### config.mk
export PLATFORM = sky130hd
export DESIGN_NAME = load_use_hazard_unit
export DESIGN_NICKNAME = d
export VERILOG_FILES = /design/src/rtl/load_use_hazard_unit.sv
export SDC_FILE = /design/constraint.sdc
export NUM_CORES = 1
export LEC_CHECK = 0
export CAP_MARGIN = 20
export CORE_ASPECT_RATIO = 0.7
export CORE_UTILIZATION = 42
export CTS_CLUSTER_DIAMETER = 40
export DETAILED_ROUTE_END_ITERATION = 10
export GPL_TIMING_DRIVEN = 0
export PLACE_DENSITY = 0.8
export SLEW_MARGIN = 0
export SYNTH_ARGS = -nofsm -noshare
export SYNTH_HDL_FRONTEND = slang
export SYNTH_SLANG_ARGS = --single-unit
export TNS_END_PERCENT = 1
### constraint.sdc
create_clock -name clk -period 5.1 [get_ports clk]
set_input_delay 0.765 -clock clk [delete_from_list [all_inputs] [get_ports clk]]
set_output_delay 0.765 -clock clk [all_outputs]
set_load 0.01 [all_outputs]
### src/rtl/load_use_hazard_unit.sv
// -----------------------------------------------------------------------------
// load_use_hazard_unit
//
// Purpose:
//   Stall and bubble controller that works alongside the EX-stage forwarding
//   mux. It detects the one RAW hazard that forwarding cannot cover: a load in
//   EX whose destination is read by the instruction in ID. For that hazard it
//   holds PC and IF/ID and injects a single bubble into ID/EX. While an
//   instruction or data memory access is outstanding it freezes the whole
//   pipeline. It also runs a memory-wait watchdog and two saturating
//   performance counters.
//
// Parameters:
//   CNT_W     width of the perf counters
//   MAX_WAIT  consecutive memory-busy cycles before mem_timeout_o sets (>= 2)
//
// Ports:
//   clk, rst             clock (rising edge), asynchronous active-high reset
//   ID_*                 valid flag, source registers and source-use flags of
//                        the instruction in ID
//   EX_rd_i / EX_is_load_i / EX_load_regfile_i
//                        destination, load flag and regfile-write flag in EX
//   imem_read_i / imem_resp_i   fetch outstanding / fetch response
//   dmem_req_i / dmem_resp_i    data access outstanding / data response
//   clr_cnt_i            synchronous clear of counters and timeout flag
//   IF_ID_stall_o        hold PC and IF/ID (combinational)
//   ID_EX_bubble_o       load a NOP into ID/EX (combinational)
//   pipeline_stall_o     freeze all pipeline registers (combinational)
//   mem_timeout_o        sticky watchdog flag (registered)
//   load_use_cnt_o       bubbles inserted, saturating (registered)
//   mem_stall_cnt_o      memory-freeze cycles, saturating (registered)
// -----------------------------------------------------------------------------
module load_use_hazard_unit #(
  parameter int CNT_W    = 32,
  parameter int MAX_WAIT = 256
) (
  input  logic             clk,
  input  logic             rst,
  input  logic             ID_valid_i,
  input  logic [4:0]       ID_rs1_i,
  input  logic [4:0]       ID_rs2_i,
  input  logic             ID_uses_rs1_i,
  input  logic             ID_uses_rs2_i,
  input  logic [4:0]       EX_rd_i,
  input  logic             EX_is_load_i,
  input  logic             EX_load_regfile_i,
  input  logic             imem_read_i,
  input  logic             imem_resp_i,
  input  logic             dmem_req_i,
  input  logic             dmem_resp_i,
  input  logic             clr_cnt_i,
  output logic             IF_ID_stall_o,
  output logic             ID_EX_bubble_o,
  output logic             pipeline_stall_o,
  output logic             mem_timeout_o,
  output logic [CNT_W-1:0] load_use_cnt_o,
  output logic [CNT_W-1:0] mem_stall_cnt_o
);

  // Wait counter must be able to hold MAX_WAIT itself (saturation point).
  localparam int WAIT_W = $clog2(MAX_WAIT + 1);
  localparam logic [WAIT_W-1:0] WAIT_ZERO = {WAIT_W{1'b0}};
  localparam logic [WAIT_W-1:0] WAIT_ONE  = WAIT_W'(1);
  localparam logic [WAIT_W-1:0] WAIT_MAX  = WAIT_W'(MAX_WAIT);
  localparam logic [CNT_W-1:0]  CNT_ZERO  = {CNT_W{1'b0}};
  localparam logic [CNT_W-1:0]  CNT_ONE   = CNT_W'(1);
  localparam logic [CNT_W-1:0]  CNT_ALL1  = {CNT_W{1'b1}};

  typedef enum logic [0:0] {
    ST_RUN      = 1'b0,
    ST_MEM_WAIT = 1'b1
  } state_e;

  // Saturating increment: stops at all-ones instead of wrapping.
  function automatic logic [CNT_W-1:0] sat_inc(
    input logic [CNT_W-1:0] value,
    input logic             en
  );
    logic [CNT_W-1:0] res;
    if (en && (value != CNT_ALL1)) begin
      res = value + CNT_ONE;
    end else begin
      res = value;
    end
    return res;
  endfunction

  // A source field only matters when the instruction actually reads it.
  function automatic logic src_hit(
    input logic       uses,
    input logic [4:0] rs,
    input logic [4:0] rd
  );
    return uses & (rs == rd);
  endfunction

  state_e            state_q, state_d;
  logic [WAIT_W-1:0] wait_cnt_q, wait_cnt_d;
  logic              timeout_q, timeout_d;
  logic [CNT_W-1:0]  lu_cnt_q, lu_cnt_d;
  logic [CNT_W-1:0]  ms_cnt_q, ms_cnt_d;

  logic mem_busy_s;
  logic lu_s;
  logic bubble_s;
  logic timeout_hit_s;

  // Hazard and memory-busy detection; memory freeze overrides the bubble so
  // the load-use check is simply re-evaluated once memory completes.
  always_comb begin
    mem_busy_s = (imem_read_i & ~imem_resp_i) | (dmem_req_i & ~dmem_resp_i);
    lu_s       = ID_valid_i & EX_is_load_i & EX_load_regfile_i &
                 (EX_rd_i != 5'd0) &
                 (src_hit(ID_uses_rs1_i, ID_rs1_i, EX_rd_i) |
                  src_hit(ID_uses_rs2_i, ID_rs2_i, EX_rd_i));
    bubble_s   = lu_s & ~mem_busy_s;
  end

  assign pipeline_stall_o = mem_busy_s;
  assign IF_ID_stall_o    = bubble_s;
  assign ID_EX_bubble_o   = bubble_s;
  assign mem_timeout_o    = timeout_q;
  assign load_use_cnt_o   = lu_cnt_q;
  assign mem_stall_cnt_o  = ms_cnt_q;

  // Watchdog FSM next state: wait_cnt counts consecutive busy cycles and
  // flags the hit on the edge where it reaches MAX_WAIT.
  always_comb begin
    state_d       = state_q;
    wait_cnt_d    = wait_cnt_q;
    timeout_hit_s = 1'b0;
    case (state_q)
      ST_RUN: begin
        if (mem_busy_s) begin
          state_d    = ST_MEM_WAIT;
          wait_cnt_d = WAIT_ONE;
        end else begin
          state_d    = ST_RUN;
          wait_cnt_d = WAIT_ZERO;
        end
      end
      ST_MEM_WAIT: begin
        if (!mem_busy_s) begin
          state_d    = ST_RUN;
          wait_cnt_d = WAIT_ZERO;
        end else if (wait_cnt_q < WAIT_MAX) begin
          state_d       = ST_MEM_WAIT;
          wait_cnt_d    = wait_cnt_q + WAIT_ONE;
          timeout_hit_s = (wait_cnt_q == (WAIT_MAX - WAIT_ONE));
        end else begin
          // Saturated: hold the count, no fresh hit.
          state_d    = ST_MEM_WAIT;
          wait_cnt_d = wait_cnt_q;
        end
      end
      default: begin
        state_d    = ST_RUN;
        wait_cnt_d = WAIT_ZERO;
      end
    endcase
  end

  // Sticky timeout flag and perf counters; clear wins over set/increment.
  always_comb begin
    timeout_d = timeout_q;
    lu_cnt_d  = lu_cnt_q;
    ms_cnt_d  = ms_cnt_q;
    if (clr_cnt_i) begin
      timeout_d = 1'b0;
      lu_cnt_d  = CNT_ZERO;
      ms_cnt_d  = CNT_ZERO;
    end else begin
      timeout_d = timeout_q | timeout_hit_s;
      lu_cnt_d  = sat_inc(lu_cnt_q, bubble_s);
      ms_cnt_d  = sat_inc(ms_cnt_q, mem_busy_s);
    end
  end

  // State register for FSM, watchdog, flag and counters.
  always_ff @(posedge clk or posedge rst) begin
    if (rst) begin
      state_q    <= ST_RUN;
      wait_cnt_q <= WAIT_ZERO;
      timeout_q  <= 1'b0;
      lu_cnt_q   <= CNT_ZERO;
      ms_cnt_q   <= CNT_ZERO;
    end else begin
      state_q    <= state_d;
      wait_cnt_q <= wait_cnt_d;
      timeout_q  <= timeout_d;
      lu_cnt_q   <= lu_cnt_d;
      ms_cnt_q   <= ms_cnt_d;
    end
  end

endmodule

==> impl_metrics.py <==
metrics = {
    "route": {
        "drtIter0Drc": 345,
        "drtPass1Iterations": 5,
        "routed_wl_mm": 11.1,
        "via_per_inst": 5.68,
        "avgRoutedWirePerCell_microns": 15.8,
        "drc": 0,
        "vias": 3968,
        "ant_nets": 0,
    },
    "clock_network": {
        "clock_latency_ns": 0.33,
        "cts_resized": 0,
        "post_cts_buffers": 0,
        "clk_pin_slew_worst_paths_ns": 0.05,
        "cts_tree": "done",
        "root_buffer": "clkbuf_16",
        "holdBufCountCts": 0,
        "htreeDepth": 3,
        "clock_sinks": 75,
        "clk_path_buf_depth": 2,
        "cts_buffers": 9,
    },
    "floorplan": {
        "die_x_microns": 122,
        "coreArea_sq_um": 9720,
        "start_util_pct": 43.2,
        "die-area_sq_um": 10400,
        "die_y_microns": 85.7,
        "rows": 30,
        "io_pins": 95,
    },
    "cells_and_area": {
        "stdcell_count": 698,
        "area_delta_synth_final_pct": 33.6,
        "final_cell_mix": "clkdlybuf4s50_1 (94), dfrtp_1 (75), nor2_1 (55)",
        "drive_gt1_share_pct": 6.32,
        "fin_nets": 596,
        "layout_commonest_cell": "clkdlybuf4s50_1",
        "n_fill_cell": 825,
        "diodes": 0,
    },
    "critical_path": {
        "arrival_ns": 3.27,
        "cpPeakStageDelay_ns": 0.53,
        "start_kind": "input port",
        "worstSetupEndpointType": "output pin",
        "path_class": "input port to output pin",
        "crit_fanout": 9,
        "r2r_start": "load_use_cnt_o[4]$_DFFE_PP0P_",
        "required_ns": 4.34,
        "cp_slowest_cell": "clkdlybuf4s50_1",
        "r2r_end": "load_use_cnt_o[31]$_DFFE_PP0P_",
        "worstPathCellList": "clkdlybuf4s50_1, nor2b_1, nor2_1, inv_2, nor3_2, nand2_1, inv_1, buf_4, clkdlybuf4s50_1",
        "worstRegToRegCells": 8,
        "r2r_setup_slack_ns": 2.35,
        "worst_path_most_repeated_cell": "clkdlybuf4s50_1",
    },
    "sta": {
        "fin_tns_setup_ns": 0,
        "finalSetupViolations": 0,
        "period_share_pct": 79.2,
        "min_period_ns": 4.04,
        "grt_setup_unrepaired": "no",
        "slew_headroom_pct": 48.4,
        "clock_skew_ns": 0.00744,
        "slew_viol_final": 0,
        "max_freq_ghz": 0.248,
        "whs_ns": 0.488,
        "hold_viol": 0,
        "worst_pin_slew_ns": 0.767,
    },
    "logic_synthesis": {
        "ys_seq_elements": 75,
        "synth.distinct_cells": 49,
        "synth_edf_count": 0,
        "ys_warn_count": 0,
        "async_flop_share_pct": 100,
        "synth_top_family_by_area": "simple AND/OR/NAND/NOR gates",
        "syn_area_per_cell_sq_um": 9.15,
        "synth_compound_area_share_pct": 9.03,
        "synth_ff_type": "dfrtp_1",
        "synthAdderAreaFrac_pct": 1.19,
        "synth_area_sq_um": 4200,
        "synthXorXnorAreaFrac_pct": 10.0,
        "synthMuxAreaShare_pct": 1.55,
        "synth_area_leaders": "dfrtp_1 (45%), xor2_1 (7.5%), nor2_1 (4.9%)",
        "synthSimpleGateAreaFrac_pct": 29.7,
        "syn_inst": 459,
        "synth-seq-area-share_pct": 44.7,
        "yosysTopAreaCell": "dfrtp_1",
        "syn_nets": 490,
        "synth.top_cell.area_share_pct": 44.7,
    },
    "hold_path": {
        "hold-path-endpoint": "wait_cnt_q[0]$_DFFE_PP0P_",
        "min_from": "state_q$_DFF_PP0_",
        "hold_path_class": "flip-flop to flip-flop",
        "hold-path-cell-count": 1,
    },
    "power": {
        "ir_worst_vdd_mv": 0.153,
        "leakage_uw": 0.00217,
        "power.density_nw_per_um2": 228,
    },
    "global_routing": {
        "grt_pass1_wl_mm": 18.2,
        "overflow": 0,
        "grt_max_degree": 66,
        "grt_use_total_pct": 22.4,
        "antenna_found_initial": 0,
        "grt_pass1_vias": 3737,
    },
    "place": {
        "post-place-cells": 682,
        "dp_hpwl_mm": 8.11,
        "globalplace.congestion": 0.911,
        "numPortBuffers": 94,
    },
    "outcome": {
        "status": "complete, no violations",
    },
    "job": {
        "max_cap_viol_count": 0,
    },
}
[Yosys cell counts (9+ instances only)]
cell / count
o21ai_0: 14
a21oi_1: 29
or3_1: 18
or4_1: 10
nand3_1: 36
nand2_1: 33
xor2_1: 36
xnor2_1: 12
nand4_1: 25
inv_1: 12
nor2_1: 55
o31ai_1: 9
clkbuf_1: 13
dfrtp_1: 75
[how the worst max path moves through the flow]
stage,from,endpoint
2_1_floorplan,dmem_req_i,IF_ID_stall_o
3_3_place_gp,dmem_req_i,IF_ID_stall_o
3_5_place_dp,dmem_req_i,IF_ID_stall_o
4_1_cts,dmem_req_i,IF_ID_stall_o
5_1_grt,dmem_req_i,IF_ID_stall_o
6_report,dmem_req_i,IF_ID_stall_o
[through the flow]
step | utilization, % | power, uW | cell area (sq um) | setup slack, ns
2_1_floorplan | - | 653 | 4200 | 2.35
5_1_grt | 57.7 | 1330 | 5610 | 0.907
6_report | 57.7 | 1280 | 5610 | 1.06
4_1_cts | 57.7 | 1290 | 5610 | 1.07
3_5_place_dp | 54.8 | 699 | 5330 | 1.09
3_3_place_gp | 54.5 | 693 | 5300 | 1.09
[worst max-delay path, delay by kind of cell]
kind          cells  cell delay, ns
buf+inv           5            1.37
simple gates      4            1.13
[cell families (layout without fill, tap and decap cells)]
kind of cell               after synthesis  count (layout)
adders and majority gates                4               4
muxes                                    6               6
DFF                                     75              75
xor gates and xnor gates                48              48
and+or+nand+nor                        230             230
buffers and inverters                   31             142
AOI/OAI and AO/OA                       65              65
[sequential cells by signal, indices dropped and copies added (netlist names)]
register	flops
mem_stall_cnt_o	32
load_use_cnt_o	32
state_q	1
wait_cnt_q	9
mem_timeout_o	1
[layout make-up]
class / count / area (sq um) / area share (%)
clock buffer: 12 / 256 / 4.57
clock inverter: 4 / 25.0 / 0.446
tap: 128 / 160 / 2.85
sequential: 75 / 1880 / 33.4
timing repair buffer: 95 / 968 / 17.3
multi-input combinational: 353 / 2160 / 38.5
buffer: 18 / 113 / 2.01
inverter: 13 / 51.3 / 0.914
[metal layers]
metal	vias to the layer above	wire length (microns)	GRT usage (%)
met5	-	0	0
met4	0	181	8.31
met3	18	585	4.65
met2	150	5080	33.5
met1	1932	5210	31.9
li1	1868	-	-
[where the power goes]
group	total [uW]	internal, uW	leakage, uW	switching (uW)
clock network	592	354	0.000135	238
registers	603	599	0.00104	3.89
logic	84.9	38.2	0.000992	46.7
No activity file was read; power rests on OpenSTA's default activity.
